==> src/rtl/vga_timing_gen_pkg.sv <==
// Shared 640x480@60 raster constants, counter type and window helper for the
// VGA timing generator and the display stages that consume its position.
package vga_timing_pkg;

  localparam int CNT_W     = 10;
  localparam int MAX_TOTAL = 1 << CNT_W;

  localparam int VGA_H_ACTIVE = 640;
  localparam int VGA_H_FP     = 16;
  localparam int VGA_H_SYNC   = 96;
  localparam int VGA_H_BP     = 48;
  localparam int VGA_H_TOTAL  = VGA_H_ACTIVE + VGA_H_FP + VGA_H_SYNC + VGA_H_BP;

  localparam int VGA_V_ACTIVE = 480;
  localparam int VGA_V_FP     = 10;
  localparam int VGA_V_SYNC   = 2;
  localparam int VGA_V_BP     = 33;
  localparam int VGA_V_TOTAL  = VGA_V_ACTIVE + VGA_V_FP + VGA_V_SYNC + VGA_V_BP;

  localparam bit VGA_HS_POL = 1'b0;
  localparam bit VGA_VS_POL = 1'b0;

  typedef logic [CNT_W-1:0] cnt_t;

  // Raw (active-high) sync pair carried through the delay line together.
  typedef struct packed {
    logic hs;
    logic vs;
  } sync_t;

  function automatic logic inWindow(cnt_t pos, int lo, int len);
    return (int'(pos) >= lo) && (int'(pos) < lo + len);
  endfunction

endpackage

==> src/rtl/vga_timing_gen_if.sv <==
// Raster position and sync bundle from the timing generator (master) to the
// pixel/display stage (slave).
interface vga_timing_gen_if;
  import vga_timing_pkg::*;

  logic pixel_tick;
  cnt_t h_cnt;
  cnt_t v_cnt;
  logic visible;
  logic line_start;
  logic frame_start;
  logic hsync;
  logic vsync;

  modport master (
    output pixel_tick, h_cnt, v_cnt, visible, line_start, frame_start, hsync, vsync
  );

  modport slave (
    input pixel_tick, h_cnt, v_cnt, visible, line_start, frame_start, hsync, vsync
  );
endinterface

==> src/rtl/vga_timing_gen_sync_delay_line.sv <==
// Tick-enabled shift register that realigns sync with downstream pipeline
// latency; DEPTH=0 is a plain wire.
module sync_delay_line #(
  parameter int               WIDTH = 1,
  parameter int               DEPTH = 2,
  parameter logic [WIDTH-1:0] INIT  = '0
) (
  input  logic             clk,
  input  logic             rst,
  input  logic             en,
  input  logic [WIDTH-1:0] d,
  output logic [WIDTH-1:0] q
);

  if (DEPTH == 0) begin : g_bypass
    logic unusedInputs;
    assign unusedInputs = &{1'b0, clk, rst, en};
    assign q = d;
  end else begin : g_shift
    logic [WIDTH-1:0] dlyStage_q [DEPTH];

    always_ff @(posedge clk or negedge rst) begin
      if (!rst) begin
        for (int i = 0; i < DEPTH; i++) dlyStage_q[i] <= INIT;
      end else if (en) begin
        dlyStage_q[0] <= d;
        for (int i = 1; i < DEPTH; i++) dlyStage_q[i] <= dlyStage_q[i-1];
      end
    end

    assign q = dlyStage_q[DEPTH-1];
  end

endmodule

==> src/rtl/vga_timing_gen.sv <==
// Free-running VGA raster timing generator: pixel divider, h/v counters,
// undelayed window decodes and tick-delayed, polarity-registered syncs.
module vga_timing_gen
  import vga_timing_pkg::*;
#(
  parameter int H_ACTIVE   = VGA_H_ACTIVE,
  parameter int H_FP       = VGA_H_FP,
  parameter int H_SYNC     = VGA_H_SYNC,
  parameter int H_BP       = VGA_H_BP,
  parameter int V_ACTIVE   = VGA_V_ACTIVE,
  parameter int V_FP       = VGA_V_FP,
  parameter int V_SYNC     = VGA_V_SYNC,
  parameter int V_BP       = VGA_V_BP,
  parameter bit HS_POL     = VGA_HS_POL,
  parameter bit VS_POL     = VGA_VS_POL,
  parameter int CLK_DIV    = 1,
  parameter int SYNC_DELAY = 2
) (
  input  logic             clk,
  input  logic             rst,
  vga_timing_gen_if.master vga
);

  localparam int H_TOTAL = H_ACTIVE + H_FP + H_SYNC + H_BP;
  localparam int V_TOTAL = V_ACTIVE + V_FP + V_SYNC + V_BP;
  localparam int DIV_W   = (CLK_DIV > 1) ? $clog2(CLK_DIV) : 1;

  if (H_TOTAL > MAX_TOTAL || V_TOTAL > MAX_TOTAL || CLK_DIV < 1 || SYNC_DELAY < 0)
  begin : g_param_check
    $error("vga_timing_gen: raster totals exceed counter range or bad divider/delay");
  end

  logic [DIV_W-1:0] divCnt_q, divCnt_d;
  cnt_t             hCnt_q, hCnt_d;
  cnt_t             vCnt_q, vCnt_d;
  logic             hsync_q, hsync_d;
  logic             vsync_q, vsync_d;
  logic             pixelTick;
  sync_t            rawSync;
  sync_t            dlySync;

  // Divider and raster counters advance together on the pixel strobe.
  always_comb begin
    pixelTick = (divCnt_q == DIV_W'(CLK_DIV - 1));
    divCnt_d  = pixelTick ? '0 : divCnt_q + DIV_W'(1);
    hCnt_d    = hCnt_q;
    vCnt_d    = vCnt_q;
    if (pixelTick) begin
      if (hCnt_q == cnt_t'(H_TOTAL - 1)) begin
        hCnt_d = '0;
        vCnt_d = (vCnt_q == cnt_t'(V_TOTAL - 1)) ? '0 : vCnt_q + cnt_t'(1);
      end else begin
        hCnt_d = hCnt_q + cnt_t'(1);
      end
    end
  end

  always_comb begin
    rawSync.hs = inWindow(hCnt_q, H_ACTIVE + H_FP, H_SYNC);
    rawSync.vs = inWindow(vCnt_q, V_ACTIVE + V_FP, V_SYNC);
    hsync_d    = dlySync.hs ? HS_POL : ~HS_POL;
    vsync_d    = dlySync.vs ? VS_POL : ~VS_POL;
  end

  sync_delay_line #(
    .WIDTH ($bits(sync_t)),
    .DEPTH (SYNC_DELAY),
    .INIT  ('0)
  ) u_sync_dly (
    .clk (clk),
    .rst (rst),
    .en  (pixelTick),
    .d   (rawSync),
    .q   (dlySync)
  );

  always_ff @(posedge clk or negedge rst) begin
    if (!rst) begin
      divCnt_q <= '0;
      hCnt_q   <= '0;
      vCnt_q   <= '0;
      hsync_q  <= ~HS_POL;
      vsync_q  <= ~VS_POL;
    end else begin
      divCnt_q <= divCnt_d;
      hCnt_q   <= hCnt_d;
      vCnt_q   <= vCnt_d;
      hsync_q  <= hsync_d;
      vsync_q  <= vsync_d;
    end
  end

  assign vga.pixel_tick  = pixelTick;
  assign vga.h_cnt       = hCnt_q;
  assign vga.v_cnt       = vCnt_q;
  assign vga.visible     = (hCnt_q < cnt_t'(H_ACTIVE)) && (vCnt_q < cnt_t'(V_ACTIVE));
  assign vga.line_start  = pixelTick && (hCnt_q == '0);
  assign vga.frame_start = pixelTick && (hCnt_q == '0) && (vCnt_q == '0);
  assign vga.hsync       = hsync_q;
  assign vga.vsync       = vsync_q;

endmodule

==> src/flat_wrapper.sv <==
// flat-port wrapper written by rule: the top's interface ports become plain ports
module vga_timing_gen_flat import vga_timing_pkg::*;
#(
  parameter int H_ACTIVE   = VGA_H_ACTIVE,
  parameter int H_FP       = VGA_H_FP,
  parameter int H_SYNC     = VGA_H_SYNC,
  parameter int H_BP       = VGA_H_BP,
  parameter int V_ACTIVE   = VGA_V_ACTIVE,
  parameter int V_FP       = VGA_V_FP,
  parameter int V_SYNC     = VGA_V_SYNC,
  parameter int V_BP       = VGA_V_BP,
  parameter bit HS_POL     = VGA_HS_POL,
  parameter bit VS_POL     = VGA_VS_POL,
  parameter int CLK_DIV    = 1,
  parameter int SYNC_DELAY = 2
)
  (clk, rst, vga_pixel_tick, vga_h_cnt, vga_v_cnt, vga_visible, vga_line_start, vga_frame_start, vga_hsync, vga_vsync);
  vga_timing_gen_if vga_i ();
  input  logic clk;
  input  logic rst;
  output wire logic [$bits(vga_i.pixel_tick)-1:0] vga_pixel_tick;
  output wire logic [$bits(vga_i.h_cnt)-1:0] vga_h_cnt;
  output wire logic [$bits(vga_i.v_cnt)-1:0] vga_v_cnt;
  output wire logic [$bits(vga_i.visible)-1:0] vga_visible;
  output wire logic [$bits(vga_i.line_start)-1:0] vga_line_start;
  output wire logic [$bits(vga_i.frame_start)-1:0] vga_frame_start;
  output wire logic [$bits(vga_i.hsync)-1:0] vga_hsync;
  output wire logic [$bits(vga_i.vsync)-1:0] vga_vsync;
  assign vga_pixel_tick = vga_i.pixel_tick;
  assign vga_h_cnt = vga_i.h_cnt;
  assign vga_v_cnt = vga_i.v_cnt;
  assign vga_visible = vga_i.visible;
  assign vga_line_start = vga_i.line_start;
  assign vga_frame_start = vga_i.frame_start;
  assign vga_hsync = vga_i.hsync;
  assign vga_vsync = vga_i.vsync;
  vga_timing_gen #(.H_ACTIVE(H_ACTIVE), .H_FP(H_FP), .H_SYNC(H_SYNC), .H_BP(H_BP), .V_ACTIVE(V_ACTIVE), .V_FP(V_FP), .V_SYNC(V_SYNC), .V_BP(V_BP), .HS_POL(HS_POL), .VS_POL(VS_POL), .CLK_DIV(CLK_DIV), .SYNC_DELAY(SYNC_DELAY)) u_core (.clk(clk), .rst(rst), .vga(vga_i));
endmodule
==> config.mk <==
export PLATFORM = sky130hd
export DESIGN_NAME = vga_timing_gen_flat
export DESIGN_NICKNAME = d
export VERILOG_FILES = /design/src/rtl/vga_timing_gen_pkg.sv /design/src/rtl/vga_timing_gen_if.sv /design/src/rtl/vga_timing_gen_sync_delay_line.sv /design/src/rtl/vga_timing_gen.sv /design/src/flat_wrapper.sv
export SDC_FILE = /design/constraint.sdc
export NUM_CORES = 1
export LEC_CHECK = 0
export ABC_AREA = 1
export CORE_ASPECT_RATIO = 1.2
export CORE_UTILIZATION = 51
export DETAILED_ROUTE_END_ITERATION = 8
export GPL_TIMING_DRIVEN = 0
export HOLD_SLACK_MARGIN = 0.15
export PLACE_DENSITY_LB_ADDON = 0.05
export SYNTH_ARGS = -nofsm -noshare
export SYNTH_HDL_FRONTEND = slang
export SYNTH_SLANG_ARGS = --single-unit
==> constraint.sdc <==
create_clock -name clk -period 1.73 [get_ports clk]
set_input_delay 0.519 -clock clk [delete_from_list [all_inputs] [get_ports clk]]
set_output_delay 0.519 -clock clk [all_outputs]
set_load 0.01 [all_outputs]
==> reports/metrics.csv <==
stage,metric,value,unit
synth,synth-seq-cells,26,
routing,drt_iter0_drc,53,
critical_path,worst_setup_path_start_kind,flop,
global_routing,grt.overflow.total,0,
worst_hold_path,hp-start,u_core.u_sync_dly.q[0]$_DFF_PN0_,
clocking,clk_latency,0.33,ns
power,seq_power_share,0.581,
power,power_density,522,nW/um2
routing,ant_nets,0,
placed_design,place_inst,238,
run_status,failed_checks,setup timing,
routing,drtPass1Iterations,6,
synth,dominantRegCellSynth,dfrtp_1,
placed_design,pre_cts_ws,-0.525,ns
run_status,status,finished with violations,
synth,ys_seq_area_frac,0.458,
final_layout,fillers,183,
final_layout,final_common_cell,nand2_1,
sta,worst_slew_pin_slew,1.13,ns
global_routing,grt_max_degree,27,
critical_path,arrival,1.66,ns
clocking,cts_max_level,1,
synth,syn_inst,179,
sta,setup_ws,-0.444,ns
floorplanning,fp.dieW,50.3,um
power,clkPwrFrac,0.405,
power,p_leak,1.07,nW
clocking,cts_inserted_buffers,3,
clocking,clk_pin_slew_worst_paths,0.14,ns
synth,ys_warn_count,0,
critical_path,crit_start,u_core.vga.v_cnt[0]$_DFFE_PN0N_,
sta,rsz0062_at_grt,true,
flow_run,cap_violations,0,
worst_hold_path,hold_path_class,flop to flop,
final_layout,final_cells,269,
final_layout,diodes,0,
clocking,clock_path_buffers,2,
synth,synth_top_area_share,0.421,
critical_path,path_max_fanout,4,
final_layout,post-route-util,0.771,
global_routing,antenna_found_initial,0,
synth,yosys-top-cells-area,"dfrtp_1 (42%), nand2_1 (8.4%), inv_1 (7.6%), nor2_1 (7.4%), nand3_1 (4.6%)",
sta,maxSlewHeadroom,0.246,
clocking,root_buffer,clkbuf_4,
floorplanning,core,2600,um2
critical_path,cp_data_required_time,1.21,ns
final_layout,fin_nets,243,
routing,via_per_inst,5.17,
placed_design,dp_hpwl,2160,um
sta,skew,0.00239,ns
floorplanning,dieHeight,59.9,um
routing,drc,0,
synth,syn_avg_cell_area,7.96,um2
sta,max_freq,0.460,GHz
routing,vias,1392,
synth,synth_cell_types,26,
global_routing,grt_pass1_wl,5520,um
global_routing,grt_usage,0.247,
final_layout,area_growth,40.7,%
power,peakVddDrop,0.000503,V
routing,routed_wl,3440,um
sta,report.final.slew_viol_count,0,
global_routing,grt_pass1_vias,1253,
final_layout,final_layout_size_suffix_gt1_frac,0.314,
power,combPwrFrac,0.015,
critical_path,rr_startpoint,u_core.vga.h_cnt[0]$_DFF_PN0_,
critical_path,end_kind,primary output,
clocking,ctsHoldBuffers,0,
synth,syn_nets,185,
sta,hold_violations,0,
clocking,cts_sinks,26,
floorplanning,start_util,0.548,
synth,synthArstFlopShare,1.00,
clocking,cts_tree,built,
floorplanning,die_area,3010,um2
synth,syn-cell-area,1430,um2
floorplanning,rows,20,
sta,finalSetupViolations,3,
critical_path,path_class,flop to primary output,
power,switching_share,0.192,
sta,min_period_over_period,1.26,
synth,synth_edf_count,0,
power,switching_power,0.202,mW
floorplanning,io_pins,28,
sta,fin_crit,2.17,ns
power,intPower,0.846,mW
final_layout,final_cell_mix,"nand2_1 (32), buf_4 (26), nor2_1 (25)",
placed_design,place.gp.congestion,0.949,
synth,yosysTopAreaCell,dfrtp_1,
routing,wire_per_inst,12.8,um
placed_design,port_buffers,26,
[worst max-delay path, cell delays in order, from the launching register on]
cell and delay, ns:
dfrtp_1 0.42, inv_2 0.10, ha_4 0.13, inv_2 0.03
nor2_2 0.12, nand3_1 0.10, nor4_2 0.27, buf_2 0.17
[worst paths after layout]
path	cells past startpoint	end	slack (ns)
worst max-delay path	7	vga_frame_start	-0.44
worst min-delay path	1	u_core.vga.vsync$_DFF_PN1_	0.36
worst max register to register	9	u_core.vga.v_cnt[2]$_DFFE_PN0N_	0.12
worst min register to register	1	u_core.vga.vsync$_DFF_PN1_	0.36
max in group asynchronous	1	u_core.vga.h_cnt[9]$_DFF_PN0_	0.60
min in group asynchronous	1	u_core.vga.h_cnt[4]$_DFF_PN0_	0.38
[layout make-up]
cell class	instances	area, um2	area share
multi-input cells	120	689	0.344
flip-flops and latches	26	663	0.331
repair buffers	53	430	0.215
inverters	31	116	0.0580
well taps	33	41.3	0.0206
clock inverters	1	30.0	0.0150
clock buffers	3	22.5	0.0112
plain buffers	2	12.5	0.00624
[registers in the layout, summed over array words and instances (netlist names)]
register                              count
u_core.u_sync_dly.g_shift.dlyStage_q      2
u_core.vga.hsync                          1
u_core.vga.v_cnt                         10
u_core.u_sync_dly.q                       2
u_core.vga.h_cnt                         10
u_core.vga.vsync                          1
[per-stage QoR]
step                area (um2)  total power, mW  TNS [ns]  hold slack [ns]
floorplan                 1430            0.622         0            0.223
global placement          1730            0.636     -4.93            0.333
detailed placement        1730            0.637     -6.79            0.343
CTS                       1960             1.05    -0.721            0.363
global route              2010             1.07    -0.960            0.385
finish                    2010             1.05    -0.772            0.361
[timing repair]
item                                    4_1_cts  5_1_grt
pin swaps                                     6        6
resized for setup                            51       13
endpoints found under the setup margin       25       13
endpoints found under the hold margin         0        0
buffers inserted                             24        3
[cells by family (layout without fill, tap and decap cells)]
logic type | after synthesis | in the layout | synth area share
flops | 26 | 26 | 0.458
xor+xnor | 5 | 5 | 0.0307
simple gates | 97 | 97 | 0.332
buf+inv | 33 | 90 | 0.0904
compound gates | 13 | 13 | 0.0509
other cells | 1 | 1 | 0.00263
fa+ha+maj | 4 | 4 | 0.0351
[cells in the mapped netlist, types with 2 or more instances]
master / number
dfrtp_1: 24
dfstp_2: 2
ha_1: 4
inv_1: 29
inv_2: 2
nand2_1: 32
nand2_2: 2
nand3_1: 13
nand3_2: 2
nand4_1: 8
nor2_1: 28
nor2_4: 4
nor3_1: 4
o21ai_0: 9
xor2_1: 5
[power groups by stage]
stage / logic [mW] / clock network [mW] / registers [mW]
final: 0.0156 / 0.424 / 0.608
after global routing: 0.0188 / 0.446 / 0.608
after CTS: 0.0170 / 0.428 / 0.608
after detailed placement: 0.0173 / 0 / 0.619
after global placement: 0.0165 / 0 / 0.619
after floorplan: 0.00262 / 0 / 0.619
[per-layer routing]
metal / vias to the layer above / share of wire / track usage
met4: 0 / 0.028 / 0.135
li1: 680 / - / -
met5: - / 0 / 0
met3: 11 / 0.047 / 0.0254
met1: 639 / 0.44 / 0.320
met2: 62 / 0.48 / 0.404
Note: power is estimated with default switching activity, not from simulation.
